<file path="config.mk">
export PLATFORM = sky130hd
export DESIGN_NAME = byte_serializer
export DESIGN_NICKNAME = d
export VERILOG_FILES = /design/src/rtl/byte_serializer.sv
export SDC_FILE = /design/constraint.sdc
export NUM_CORES = 1
export LEC_CHECK = 0
export CORE_UTILIZATION = 50
export DETAILED_ROUTE_END_ITERATION = 8
export HOLD_SLACK_MARGIN = 0.12
export PLACE_DENSITY = 0.76
export SLEW_MARGIN = 30
export SYNTH_ARGS = -nofsm -noshare
export SYNTH_HDL_FRONTEND = slang
export SYNTH_SLANG_ARGS = --single-unit
</file>
<file path="constraint.sdc">
create_clock -name clk -period 4.5 [get_ports clk]
set_input_delay 0.9 -clock clk [delete_from_list [all_inputs] [get_ports clk]]
set_output_delay 0.9 -clock clk [all_outputs]
set_load 0.01 [all_outputs]
</file>
<file path="src/rtl/byte_serializer.sv">
// -----------------------------------------------------------------------------
// byte_serializer
//
// Takes one 32-bit word per handshake, presented as four bytes B1..B4
// (B1 = word[31:24] ... B4 = word[7:0]), stores it in a 2-entry word buffer
// and emits it as four bytes, one per accepted output cycle.
//
// Parameters
//   MSB_FIRST   1: emit B1,B2,B3,B4   0: emit B4,B3,B2,B1
//
// Ports
//   clk         rising-edge clock
//   reset       asynchronous active-low reset, clears all state
//   in_valid    producer has a word on B1..B4
//   in_ready    buffer has room (occupancy < 2); registered-state decode only
//   B1..B4      word bytes, most significant first
//   out_valid   out_byte holds a valid byte (occupancy > 0)
//   out_ready   consumer accepts out_byte this cycle
//   out_byte    current byte (0 while nothing is buffered)
//   out_last    current byte is the fourth byte of its word
//   checksum    sum mod 256 of every transferred byte since reset
//   word_count  number of fully transferred words since reset, wraps
// -----------------------------------------------------------------------------
module byte_serializer #(
  parameter bit MSB_FIRST = 1'b1
) (
  input  logic        clk,
  input  logic        reset,
  input  logic        in_valid,
  output logic        in_ready,
  input  logic [7:0]  B1,
  input  logic [7:0]  B2,
  input  logic [7:0]  B3,
  input  logic [7:0]  B4,
  output logic        out_valid,
  input  logic        out_ready,
  output logic [7:0]  out_byte,
  output logic        out_last,
  output logic [7:0]  checksum,
  output logic [15:0] word_count
);

  typedef enum logic {
    IDLE = 1'b0,
    SEND = 1'b1
  } state_t;

  state_t      state, state_next;
  logic [31:0] mem [2];
  logic        head, head_next;
  logic [1:0]  occ, occ_next;
  logic [1:0]  idx, idx_next;

  logic        push;
  logic        xfer;
  logic        word_done;
  logic        tail;
  logic [31:0] head_word;
  logic [1:0]  sel;

  // Handshake decodes. in_ready looks only at registered occupancy, so there
  // is no combinational path from out_ready to in_ready.
  assign in_ready  = (occ != 2'd2);
  assign out_valid = (occ != 2'd0);
  assign push      = in_valid && in_ready;
  assign xfer      = out_valid && out_ready;
  assign word_done = xfer && (idx == 2'd3);

  // Tail slot: same as head when empty, the other slot when one word is held.
  // A simultaneous last-byte pop and push at occupancy 1 therefore writes the
  // slot that becomes the new head.
  assign tail = head ^ occ[0];

  // NOTE: every variable driven here gets a default first, so no path through
  // the case leaves one unassigned and no latch is inferred.
  always_comb begin
    state_next = state;
    head_next  = head;
    occ_next   = occ;
    idx_next   = idx;
    unique case (state)
      IDLE: begin
        idx_next = 2'd0;
        if (push) begin
          occ_next   = 2'd1;
          state_next = SEND;
        end
      end
      SEND: begin
        // idx is 2 bits wide, so 3 + 1 returns to 0 on the word's last byte.
        if (xfer) idx_next = idx + 2'd1;
        if (word_done) head_next = ~head;
        occ_next   = occ + {1'b0, push} - {1'b0, word_done};
        state_next = (occ_next == 2'd0) ? IDLE : SEND;
      end
      default: state_next = IDLE;
    endcase
  end

  // NOTE: sequential state uses non-blocking assignments so every register
  // samples pre-edge values regardless of statement order.
  always_ff @(posedge clk or negedge reset) begin
    if (!reset) begin
      state      <= IDLE;
      head       <= 1'b0;
      occ        <= 2'd0;
      idx        <= 2'd0;
      checksum   <= 8'h00;
      word_count <= 16'h0000;
    end else begin
      state <= state_next;
      head  <= head_next;
      occ   <= occ_next;
      idx   <= idx_next;
      if (xfer)      checksum   <= checksum + out_byte;
      if (word_done) word_count <= word_count + 16'd1;
    end
  end

  // NOTE: the word buffer has no reset; its contents are only observed while
  // occupancy marks them valid, and out_byte is forced to 0 otherwise.
  always_ff @(posedge clk) begin
    if (push) mem[tail] <= {B1, B2, B3, B4};
  end

  // Byte select: sel 0 is the most significant byte; LSB-first order simply
  // walks the select in reverse.
  assign head_word = mem[head];
  assign sel       = MSB_FIRST ? idx : ~idx;

  always_comb begin
    out_byte = 8'h00;
    if (out_valid) begin
      unique case (sel)
        2'd0: out_byte = head_word[31:24];
        2'd1: out_byte = head_word[23:16];
        2'd2: out_byte = head_word[15:8];
        2'd3: out_byte = head_word[7:0];
        default: out_byte = 8'h00;
      endcase
    end
  end

  assign out_last = out_valid && (idx == 2'd3);

endmodule

</file>
==> results.toml <==
[run_status]
status = "finished clean"

[synthesis]
synth_area_sq_um = 4040
yosys_warnings = 0
syn_inst = 279
ys_seq_area_frac = 0.662
synth.top_cell.area_share = 0.476
synth_seq_cells = 94
yosysTopAreaCell = "edfxtp_1"
syn-num-nets = 330
syn_avg_cell_area_sq_um = 14.5
synth_cell_type_count = 39
synth_area_leaders = "edfxtp_1 (48%), dfrtp_1 (19%), ha_1 (4.3%)"

[sta]
timing.fmax_mhz = 256
setup-tns-final_ns = 0
period_share = 0.869
finClkSkew_ns = 0.00945
worst-slew-pin-transition_ns = 0.637
setup_viol = 0
rsz0062_at_grt = "no"
hold_viol_final = 0
drv_slew = 0
slew_headroom = 0.575
fin_crit_ns = 3.91

[final_layout]
regArea_sq_um = 2670
fin_area_sq_um = 5040
area_growth_pct = 24.9
multi_input_area_sq_um = 1230
fin_cells = 460
antenna_cells = 0
layout_common_cells = "clkdlybuf4s50_1 (70), edfxtp_1 (64), dfrtp_1 (30)"
final_common_cell = "clkdlybuf4s50_1"
fillers = 589
drive_gt1_frac = 0.0978
final_nets = 404

[worst_hold_path]
hold_class = "flip-flop to flip-flop"

[grt]
grt_max_degree = 33
grt_pass1_wl_um = 12400
overflow = 0
met3_usage = 0.0481
grt_pass1_vias = 2492
top_usage_layer = "met2"
use_met2 = 0.326
antenna_found_initial = 0
met1_usage = 0.257
grt_use_total = 0.196

[place]
placed_cells = 444
dpl.hpwl_um = 5360
io_buffers = 70
place_congestion = 0.814
placed_area_sq_um = 4840

[routing]
drc = 0
drt_iter0_markers = 217
wl_per_cell_um = 16.4
wl_um = 7550
vias = 2468
dr.pass1.iters = 6
vias_per_cell = 5.37
drt.antenna.violating_nets = 0

[clocking]
cts-root-buf = "clkbuf_8"
clock_latency_ns = 0.36
cts_sinks = 94
clk_transition_reported_paths_ns = 0.09
cts_resized = 0
clock_path_buffers = 2
hold_buffers = 0
cts_inserted_buffers = 9
ctsHtreeMaxLevel = 3
tritoncts = "built"
cts_setup_buffers = 0

[die]
die_area_sq_um = 8430
ios = 71
core-area_sq_um = 7770
die_h_um = 91.8
die_w_um = 91.8
start_util = 0.519
rows = 32

[power]
irDropWorstVdd_v = 0.000300
p_per_area_nw_per_um2 = 653
p_leak_nw = 2.00

[worst_setup_path]
cp-end-kind = "output pin"
crit_path_start_kind = "flip-flop"
cpMostUsedCell = "inv_1"
crit_required_ns = 3.60
crit_slowest_cell = "clkdlybuf4s50_1"
critPathMaxStageDelay_ns = 0.56
path_cells = "inv_1 > ha_1 > a222oi_1 > mux4_2 > or2_2 > inv_1 > clkdlybuf4s50_1"
cp_max_fo = 16
criticalPathCategory = "flip-flop to output pin"
crit_arrival_ns = 3.01

[job]
maxCapViolCount = 0
[cell usage after synthesis, drive strengths merged]
library cell,instances
xor2,9
a222oi,16
o21a,2
nand4,3
clkinv,1
a21o,2
a21boi,1
nor2,19
and4,1
and2,1
xnor2,16
mux2,2
nand2,18
buf,2
ha,14
a31oi,1
inv,23
mux2i,2
nand2b,1
nor3,2
and3,4
clkbuf,8
dfrtp,30
a21oi,5
o31ai,2
mux4,7
a31o,1
nand3,10
o21ai,9
nor2b,1
or2,1
fa,1
edfxtp,64
[metal layers]
layer  share of wire  vias to the layer above  routed length (um)
met3           0.056                        9                 424
met2            0.50                       89                3780
met5               0                        -                   0
met4           0.010                        0                  76
li1                -                     1179                   -
met1            0.43                     1191                3260
[cell type report]
type,instances,area share
Clock inverter,6,0.0137
Timing Repair Buffer,73,0.144
Clock buffer,10,0.0253
Sequential cell,94,0.530
Multi-Input combinational cell,151,0.244
Tap cell,102,0.0253
Inverter,24,0.0181
[state kept, by name (all words and copies together) (netlist names)]
register and cells:
idx 2, word_count 16, state 1, checksum 8, mem 64, occ 2, head 1
[power breakdown]
part           internal [mW]  total, mW  switching (mW)
sequential              1.23       1.38           0.150
clock                  0.262      0.561           0.299
combinational          0.646       1.35           0.705
total                   2.14       3.29            1.15
[critical path, delay by kind of cell (launching register included)]
family / cells / cell delay [ns]
compound gates: 1 / 0.18
simple gates: 1 / 0.31
flops: 1 / 0.42
buf+inv: 3 / 0.73
mux: 1 / 0.47
fa+ha+maj: 1 / 0.55
[stage by stage]
step	util	hold slack [ns]	worst slack, ns	power [mW]
CTS	0.649	0.478	0.578	3.32
global placement	0.623	0.462	1.05	2.71
floorplan	-	0.504	1.13	2.23
finish	0.649	0.475	0.588	3.29
global route	0.649	0.524	0.374	3.52
detailed placement	0.623	0.464	0.975	2.76
[cells by family after synthesis]
kind of cell	after synthesis	share of synthesized area
DFF	94	0.662
buffers and inverters	34	0.0341
AOI/OAI and AO/OA	39	0.0738
muxes	11	0.0496
adders and majority gates	15	0.0484
xor gates and xnor gates	25	0.0543
and+or+nand+nor	61	0.0775
[worst paths after layout]
path                                                 start                         end  slack, ns  depth (start not counted)
worst max-delay path                    idx[1]$_DFFE_PN0P_                 out_byte[1]       0.59                          7
worst min-delay path            word_count[15]$_DFFE_PN0P_  word_count[15]$_DFFE_PN0P_       0.47                          1
worst max register to register          idx[1]$_DFFE_PN0P_     checksum[6]$_DFFE_PN0P_       0.99                         14
worst min register to register  word_count[15]$_DFFE_PN0P_  word_count[15]$_DFFE_PN0P_       0.47                          1
max in group asynchronous                            reset             state$_DFF_PN0_       3.27                          2
min in group asynchronous                            reset     checksum[4]$_DFFE_PN0P_       0.95                          2
(Power assumes the default switching activity.)
